File: src/rtl/fb_scanout_reader.sv
// fb_scanout_reader: streams FRAME_BYTES consecutive bytes from the frame-buffer
// RAM read port, starting at a latched base address, onto a valid/ready pixel
// stream. A 4-entry FIFO absorbs the RAM's one-cycle read latency. Reads are
// issued only when the FIFO is guaranteed to have room for the returning byte.
module fb_scanout_reader #(
   parameter int ADDR_WIDTH  = 9,
   parameter int DATA_WIDTH  = 8,
   parameter int FRAME_BYTES = 512
) (
   input  logic                  clk,
   input  logic                  rst,
   input  logic                  start,
   input  logic [ADDR_WIDTH-1:0] base_addr,
   input  logic                  abort,
   output logic                  read_en,
   output logic [ADDR_WIDTH-1:0] raddr,
   input  logic [DATA_WIDTH-1:0] rdata,
   output logic [DATA_WIDTH-1:0] pix_data,
   output logic                  pix_valid,
   input  logic                  pix_ready,
   output logic                  busy,
   output logic                  frame_done
);

   // Counters need one extra bit so a full 2^ADDR_WIDTH frame is representable.
   localparam int CNT_W = ADDR_WIDTH + 1;
   localparam logic [CNT_W-1:0] FRAME_CNT = CNT_W'(FRAME_BYTES);

   typedef enum logic [1:0] {S_IDLE, S_RUN, S_DRAIN} state_t;

   state_t                state_q, state_d;
   logic [ADDR_WIDTH-1:0] base_q, base_d;
   logic [CNT_W-1:0]      issued_q, issued_d;
   logic [CNT_W-1:0]      accepted_q, accepted_d;
   logic                  inflight_q, inflight_d;
   logic [DATA_WIDTH-1:0] mem_q [4];
   logic [DATA_WIDTH-1:0] mem_d [4];
   logic [1:0]            wr_ptr_q, wr_ptr_d;
   logic [1:0]            rd_ptr_q, rd_ptr_d;
   logic [2:0]            count_q, count_d;
   logic                  frame_done_q, frame_done_d;
   logic                  issue, push, pop;

   // Handshake terms: credit-gated issue, capture of last cycle's read, and pop.
   always_comb begin
      issue = (state_q == S_RUN) && (issued_q < FRAME_CNT) &&
              (({1'b0, count_q} + {3'b000, inflight_q}) < 4'd4);
      push  = inflight_q;
      pop   = (count_q != 3'd0) && pix_ready;
   end

   // Next-state for the frame controller, counters and FIFO.
   always_comb begin
      state_d      = state_q;
      base_d       = base_q;
      issued_d     = issued_q;
      accepted_d   = accepted_q;
      inflight_d   = issue;
      mem_d        = mem_q;
      wr_ptr_d     = wr_ptr_q;
      rd_ptr_d     = rd_ptr_q;
      count_d      = count_q + {2'b00, push} - {2'b00, pop};
      frame_done_d = 1'b0;

      if (push) begin
         mem_d[wr_ptr_q] = rdata;
         wr_ptr_d        = wr_ptr_q + 2'd1;
      end
      if (pop) begin
         rd_ptr_d   = rd_ptr_q + 2'd1;
         accepted_d = accepted_q + 1'b1;
      end
      if (issue) begin
         issued_d = issued_q + 1'b1;
      end

      case (state_q)
         S_IDLE: begin
            if (start) begin
               state_d    = S_RUN;
               base_d     = base_addr;
               issued_d   = '0;
               accepted_d = '0;
            end
         end
         S_RUN: begin
            if (!abort && issued_d == FRAME_CNT) begin
               state_d = S_DRAIN;
            end
         end
         S_DRAIN: begin
            if (!abort && pop && accepted_d == FRAME_CNT) begin
               state_d      = S_IDLE;
               frame_done_d = 1'b1;
            end
         end
         default: state_d = S_IDLE;
      endcase

      // Cancel: drop buffered and in-flight bytes, no completion pulse.
      if (abort && state_q != S_IDLE) begin
         state_d      = S_IDLE;
         inflight_d   = 1'b0;
         wr_ptr_d     = 2'd0;
         rd_ptr_d     = 2'd0;
         count_d      = 3'd0;
         frame_done_d = 1'b0;
      end
   end

   // Control state registers with synchronous reset.
   always_ff @(posedge clk) begin
      if (rst) begin
         state_q      <= S_IDLE;
         base_q       <= '0;
         issued_q     <= '0;
         accepted_q   <= '0;
         inflight_q   <= 1'b0;
         wr_ptr_q     <= 2'd0;
         rd_ptr_q     <= 2'd0;
         count_q      <= 3'd0;
         frame_done_q <= 1'b0;
      end else begin
         state_q      <= state_d;
         base_q       <= base_d;
         issued_q     <= issued_d;
         accepted_q   <= accepted_d;
         inflight_q   <= inflight_d;
         wr_ptr_q     <= wr_ptr_d;
         rd_ptr_q     <= rd_ptr_d;
         count_q      <= count_d;
         frame_done_q <= frame_done_d;
      end
   end

   // FIFO storage; contents are only meaningful under count_q, so no reset.
   always_ff @(posedge clk) begin
      mem_q <= mem_d;
   end

   // Output mapping; pix_data is forced to zero when the FIFO is empty.
   always_comb begin
      read_en    = issue;
      raddr      = base_q + issued_q[ADDR_WIDTH-1:0];
      pix_valid  = (count_q != 3'd0);
      pix_data   = pix_valid ? mem_q[rd_ptr_q] : '0;
      busy       = (state_q != S_IDLE);
      frame_done = frame_done_q;
   end

endmodule

File: config.mk
export PLATFORM = sky130hd
export DESIGN_NAME = fb_scanout_reader
export DESIGN_NICKNAME = d
export VERILOG_FILES = /design/src/rtl/fb_scanout_reader.sv
export SDC_FILE = /design/constraint.sdc
export NUM_CORES = 1
export LEC_CHECK = 0
export BUFFER_PORTS_ARGS = -buffer_cell sky130_fd_sc_hd__buf_4
export CAP_MARGIN = 20
export CORE_ASPECT_RATIO = 1.2
export CORE_MARGIN = 2
export CORE_UTILIZATION = 40
export DETAILED_ROUTE_END_ITERATION = 10
export PLACE_DENSITY = 0.55
export SYNTH_ARGS = -nofsm -noshare
export SYNTH_HDL_FRONTEND = slang
export SYNTH_SLANG_ARGS = --single-unit
File: constraint.sdc
create_clock -name clk -period 2.7 [get_ports clk]
set_clock_uncertainty 0.2 [all_clocks]
set_input_delay 0.54 -clock clk [delete_from_list [all_inputs] [get_ports clk]]
set_output_delay 0.54 -clock clk [all_outputs]
set_load 0.1 [all_outputs]
; After elaboration in Yosys (flattened, before gate mapping)
; Cells that the tools add are included.
; W data, S select, Z words.
[word_totals]
reg_bits = 72
input_bits = 22
word_cells = 70
[op_classes]
addsub = 8
n_lt_le_gt_ge = 5
eq_ne = 7
muxes = 18
n_bitwise = 3
n_reduce_logical = 16
[op_table]
columns = cell, n
row1 = $mux W10, 6
row2 = $bwmux W32, 1
row3 = $mux W8, 4
row4 = $add A10 B1 Y10 const B, 2
row5 = $eq A10 B10 Y1 const B, 2
row6 = $bmux W8 S2, 1
row7 = $demux W8 S2, 1
row8 = $lt A10 B10 Y1 const B, 1
row9 = $add A9 B9 Y9, 1
row10 = $logic_and A1 B1 Y1, 8
row11 = $ge A3 B3 Y1 const B, 2
row12 = $mux W2, 3
row13 = $not A2 Y3, 2
row14 = $pmux W2 S3, 1
row15 = $add A2 B1 Y2 const B, 2
row16 = $add A3 B1 Y4, 1
row17 = $lt A4 B3 Y1 const B, 1
row18 = $ne A2 B2 Y1 const B, 2
row19 = $add A3 B1 Y3, 1
row20 = $lt A3 B1 Y1 const B, 1
row21 = $reduce_and A3 Y1, 1
row22 = $reduce_bool A3 Y1, 1
row23 = $reduce_or A3 Y1, 1
row24 = $sub A3 B1 Y3, 1
row25 = 10 further kinds, 10

; Logic depth before layout (Yosys ltp)
[logic_depth]
depth_word = 8
depth_mapped = 9
depth_no_buf = 9

; Least setup slack after synthesis
; OpenSTA, ideal clock, no wires.
[synth_timing]
path_kind = reg-to-output
startpoint = reg issued_q[0]
endpoint = out raddr[6]
arrival_ps = 3218
t_required_ps = 1960
slack_ps = -1258
stages_incl_launch_ff = 10
n_path_buf = 0
path_cell_list = dfxtp_1 -> ha_1 -> inv_1 -> fa_1 -> nor2b_1 -> o21ai_0 -> a21boi_0 -> o21ai_1 -> nor2b_1 -> xnor2_1
[synth_between]
elab_chain_cells = 1
[synth_lines]
columns = element, line_no
row1 = from (decl), 33  ; logic [CNT_W-1:0] issued_q, issued_d;
row2 = from (signal assigned), 126  ; issued_q <= issued_d;
row3 = $add A9 B9 Y9, 144  ; raddr = base_q + issued_q[ADDR_WIDTH-1:0];
row4 = to (decl), 16  ; output logic [ADDR_WIDTH-1:0] raddr,
; No other way between the ends.

; Worst setup path in the final report
[layout_timing]
startpoint = reg issued_q[0]
endpoint = out raddr[8]
; The elaborated chain is that of the path after synthesis.

==> results.json <==
{
  "worst-path-max-fanout": 2,
  "outcome": "finished with violations",
  "synth.cell_area_sq_um": 3550,
  "synth-edff-count": 32,
  "clkLatencyLatePin_ps": 340,
  "vias": 2467,
  "worstPathArrival_ps": 2270,
  "grt_pass1_vias": 2498,
  "finalCritPeriodShare": 1.12,
  "nets": 429,
  "synth.net_count": 369,
  "pwr_density_cell_nw_per_um2": 825,
  "synthFlopType": "sky130_fd_sc_hd__dfxtp_1",
  "vdd_ir_drop_max_mv": 0.316,
  "cts_num_sinks": 72,
  "synth_seq_area_share": 0.497,
  "hold_path_class": "in -> reg",
  "dp_slack_ps": -236,
  "dr.first_iter.drc_count": 73,
  "die_width_um": 90.0,
  "clock_path_buffers": 2,
  "starting_density_of_the_core": 0.412,
  "critPathKind": "reg -> out",
  "drt-pass1-iter-count": 4,
  "routedWlPerCell_um": 13.9,
  "fillers": 815,
  "syn_inst_count": 328,
  "floorplan.die.height_um": 107,
  "worst_slew_margin_relative_to_its_limit": 0.678,
  "mostFrequentLayoutCell": "sky130_fd_sc_hd__buf_4",
  "cts_tree": "done",
  "post_synth_num_cell_types": 49,
  "yosys_warnings": 0,
  "worst_path_most_repeated_cell": "sky130_fd_sc_hd__o21ai_2",
  "area_growth_synth_to_finish_pct": 29.3,
  "cp_slowest_stage_delay_ps": 370,
  "fp-row-count": 37,
  "cts.clk_slew.worst_paths_ps": 90,
  "floorplan.die_area_sq_um": 9640,
  "postSynthAreaPerCell_sq_um": 10.8,
  "gr-usage-all-layers": 0.158,
  "io-pin-count": 43,
  "postSynth.asyncResetShare": 0,
  "layout_cells_sized_above_1": 0.328,
  "global_route.overflow_total": 0,
  "drtAntennaViolNets": 0,
  "worst_ep_required_time_ps": 1960,
  "floorplan.core_area_sq_um": 8610,
  "number_of_flip_flops_and_latches_in_the_synthesized_netlist": 72,
  "viasPerCell": 4.84,
  "most_frequent_cells_in_the_layout": "sky130_fd_sc_hd__buf_4 (54), sky130_fd_sc_hd__nor2_1 (39), sky130_fd_sc_hd__dfxtp_1 (34)",
  "violations": "negative setup slack",
  "grt_first_pass_wirelength_um": 12000,
  "grt_antenna_before_repair": 0,
  "final_period_minus_worst_setup_slack_ps": 3010,
  "drv.max_cap_violation_count": 0,
  "antenna_cells": 0,
  "numCtsBuffers": 9,
  "timing.critical_path.from_type": "flip-flop",
  "critical_path_buf_inv_count": 2,
  "place.detailed.hpwl_um": 5030,
  "ctsHtreeMaxLevel": 3,
  "critPathSlowestCell": "sky130_fd_sc_hd__dfxtp_4",
  "crit_path_end_kind": "output port",
  "grt_start_max_net_pins": 21,
  "final-hold-violation-count": 0,
  "cts.root.buffer_cell": "sky130_fd_sc_hd__clkbuf_8",
  "timing_worst_slew_pin_value_ps": 482,
  "slew_violations": 0,
  "setup_total_negative_slack_ps": -801,
  "routabilityCongestion": 0.784,
  "path_cells": "ha_4 -> inv_2 -> fa_2 -> nor2b_2 -> o21ai_2 -> a21boi_2 -> o21ai_2 -> a21oi_4 -> xnor2_4 -> buf_12",
  "setup-violations-final": 4,
  "max_freq_mhz": 332,
  "grt_setup_unrepaired": "true",
  "worst_path_dominant_cell_family": "compound AO/OA/AOI/OAI gates",
  "leakage_power_nw": 1.77,
  "final_critical_path_setup_slack_ps": -313,
  "wirelength_um": 7110,
  "remaining_drc_errors": 0,
  "numPortBuffers": 42
}
## cell families after synthesis
logic type	after synthesis	synth area share
multiplexers	11	0.0607
AND/OR/NAND/NOR	133	0.189
XOR/XNOR	32	0.0790
AO/OA/AOI/OAI	36	0.0765
flip-flops	72	0.497
buffers and inverters	25	0.0272
adder cells (fa/ha/maj)	19	0.0713
## stage by stage
step | cell area (sq um) | util | cells | total power, mW | hold WS [ps]
after global placement | 4260 | 0.494 | 494 | 2.81 | 250
after floorplan | 3700 | - | 328 | 2.48 | 241
after detailed placement | 4260 | 0.494 | 494 | 2.82 | 258
after CTS | 4560 | 0.530 | 509 | 3.82 | 179
final | 4590 | 0.533 | 510 | 3.79 | 191
after global routing | 4590 | 0.533 | 510 | 3.96 | 169
## cells in the mapped netlist (6+ instances only)
| master | count | share of area |
|---|---|---|
| sky130_fd_sc_hd__a21oi_1 | 14 | 0.020 |
| sky130_fd_sc_hd__and2_1 | 10 | 0.018 |
| sky130_fd_sc_hd__clkbuf_1 | 8 | 0.0085 |
| sky130_fd_sc_hd__dfxtp_1 | 40 | 0.23 |
| sky130_fd_sc_hd__edfxtp_1 | 32 | 0.27 |
| sky130_fd_sc_hd__ha_1 | 17 | 0.060 |
| sky130_fd_sc_hd__inv_1 | 11 | 0.012 |
| sky130_fd_sc_hd__mux4_2 | 8 | 0.051 |
| sky130_fd_sc_hd__nand2_1 | 30 | 0.032 |
| sky130_fd_sc_hd__nand3_1 | 9 | 0.013 |
| sky130_fd_sc_hd__nand4_1 | 6 | 0.011 |
| sky130_fd_sc_hd__nor2_1 | 40 | 0.042 |
| sky130_fd_sc_hd__nor2b_1 | 12 | 0.021 |
| sky130_fd_sc_hd__nor3_1 | 6 | 0.0085 |
| sky130_fd_sc_hd__xnor2_1 | 20 | 0.049 |
| sky130_fd_sc_hd__xor2_1 | 12 | 0.030 |
## flip-flops by register name, summed over array words and instances (netlist names)
signal      flops
state_q         2
mem_q          32
accepted_q     10
inflight_q      1
count_q         3
rd_ptr_q        2
frame_done      1
issued_q       10
base_q          9
wr_ptr_q        2
## power breakdown
part	total, mW	leakage (nW)	internal (mW)	switching, mW
Sequential	1.27	0.617	1.19	0.0726
Combinational	1.55	1.05	0.458	1.09
Clock	0.972	0.107	0.530	0.442
## routing by layer
metal | GRT usage | part of all wire | vias up
met5 | 0 | 0 | -
met4 | 0.0495 | 0.0096 | 0
met3 | 0.0415 | 0.035 | 7
met2 | 0.280 | 0.51 | 41
met1 | 0.187 | 0.45 | 1154
li1 | - | - | 1265
## what timing repair did
item	4_1_cts	5_1_grt
setup endpoints to repair	6	6
pin swaps	11	3
resized for setup	20	7
buffers inserted	0	1
gates cloned	0	0
hold buffers	0	0
## final timing paths
kind                from  cells past startpoint  slack, ps         end
max          issued_q[0]                     10       -310    raddr[8]
min             rdata[5]                      1        190   mem_q[29]
max reg2reg   count_q[1]                      8        180  state_q[0]
min reg2reg    base_q[4]                      2        270   base_q[4]
## layout make-up
type | instances | area [sq um] | area share
inverter | 14 | 52.6 | 0.0115
clock buffer | 9 | 124 | 0.0270
timing repair buffer | 60 | 515 | 0.112
multi-input combinational | 231 | 1870 | 0.409
sequential | 72 | 1770 | 0.387
tap | 117 | 146 | 0.0319
clock inverter | 7 | 101 | 0.0221
## worst reg2reg max path: stages (launching register included)
cell and delay, ps:
sky130_fd_sc_hd__dfxtp_2 370, sky130_fd_sc_hd__ha_1 260, sky130_fd_sc_hd__o211a_1 270, sky130_fd_sc_hd__o22ai_4 220
sky130_fd_sc_hd__buf_4 180, sky130_fd_sc_hd__and4_1 250, sky130_fd_sc_hd__mux2i_1 350, sky130_fd_sc_hd__nand3_1 120
sky130_fd_sc_hd__o221a_1 210
(Power assumes the default switching activity.)
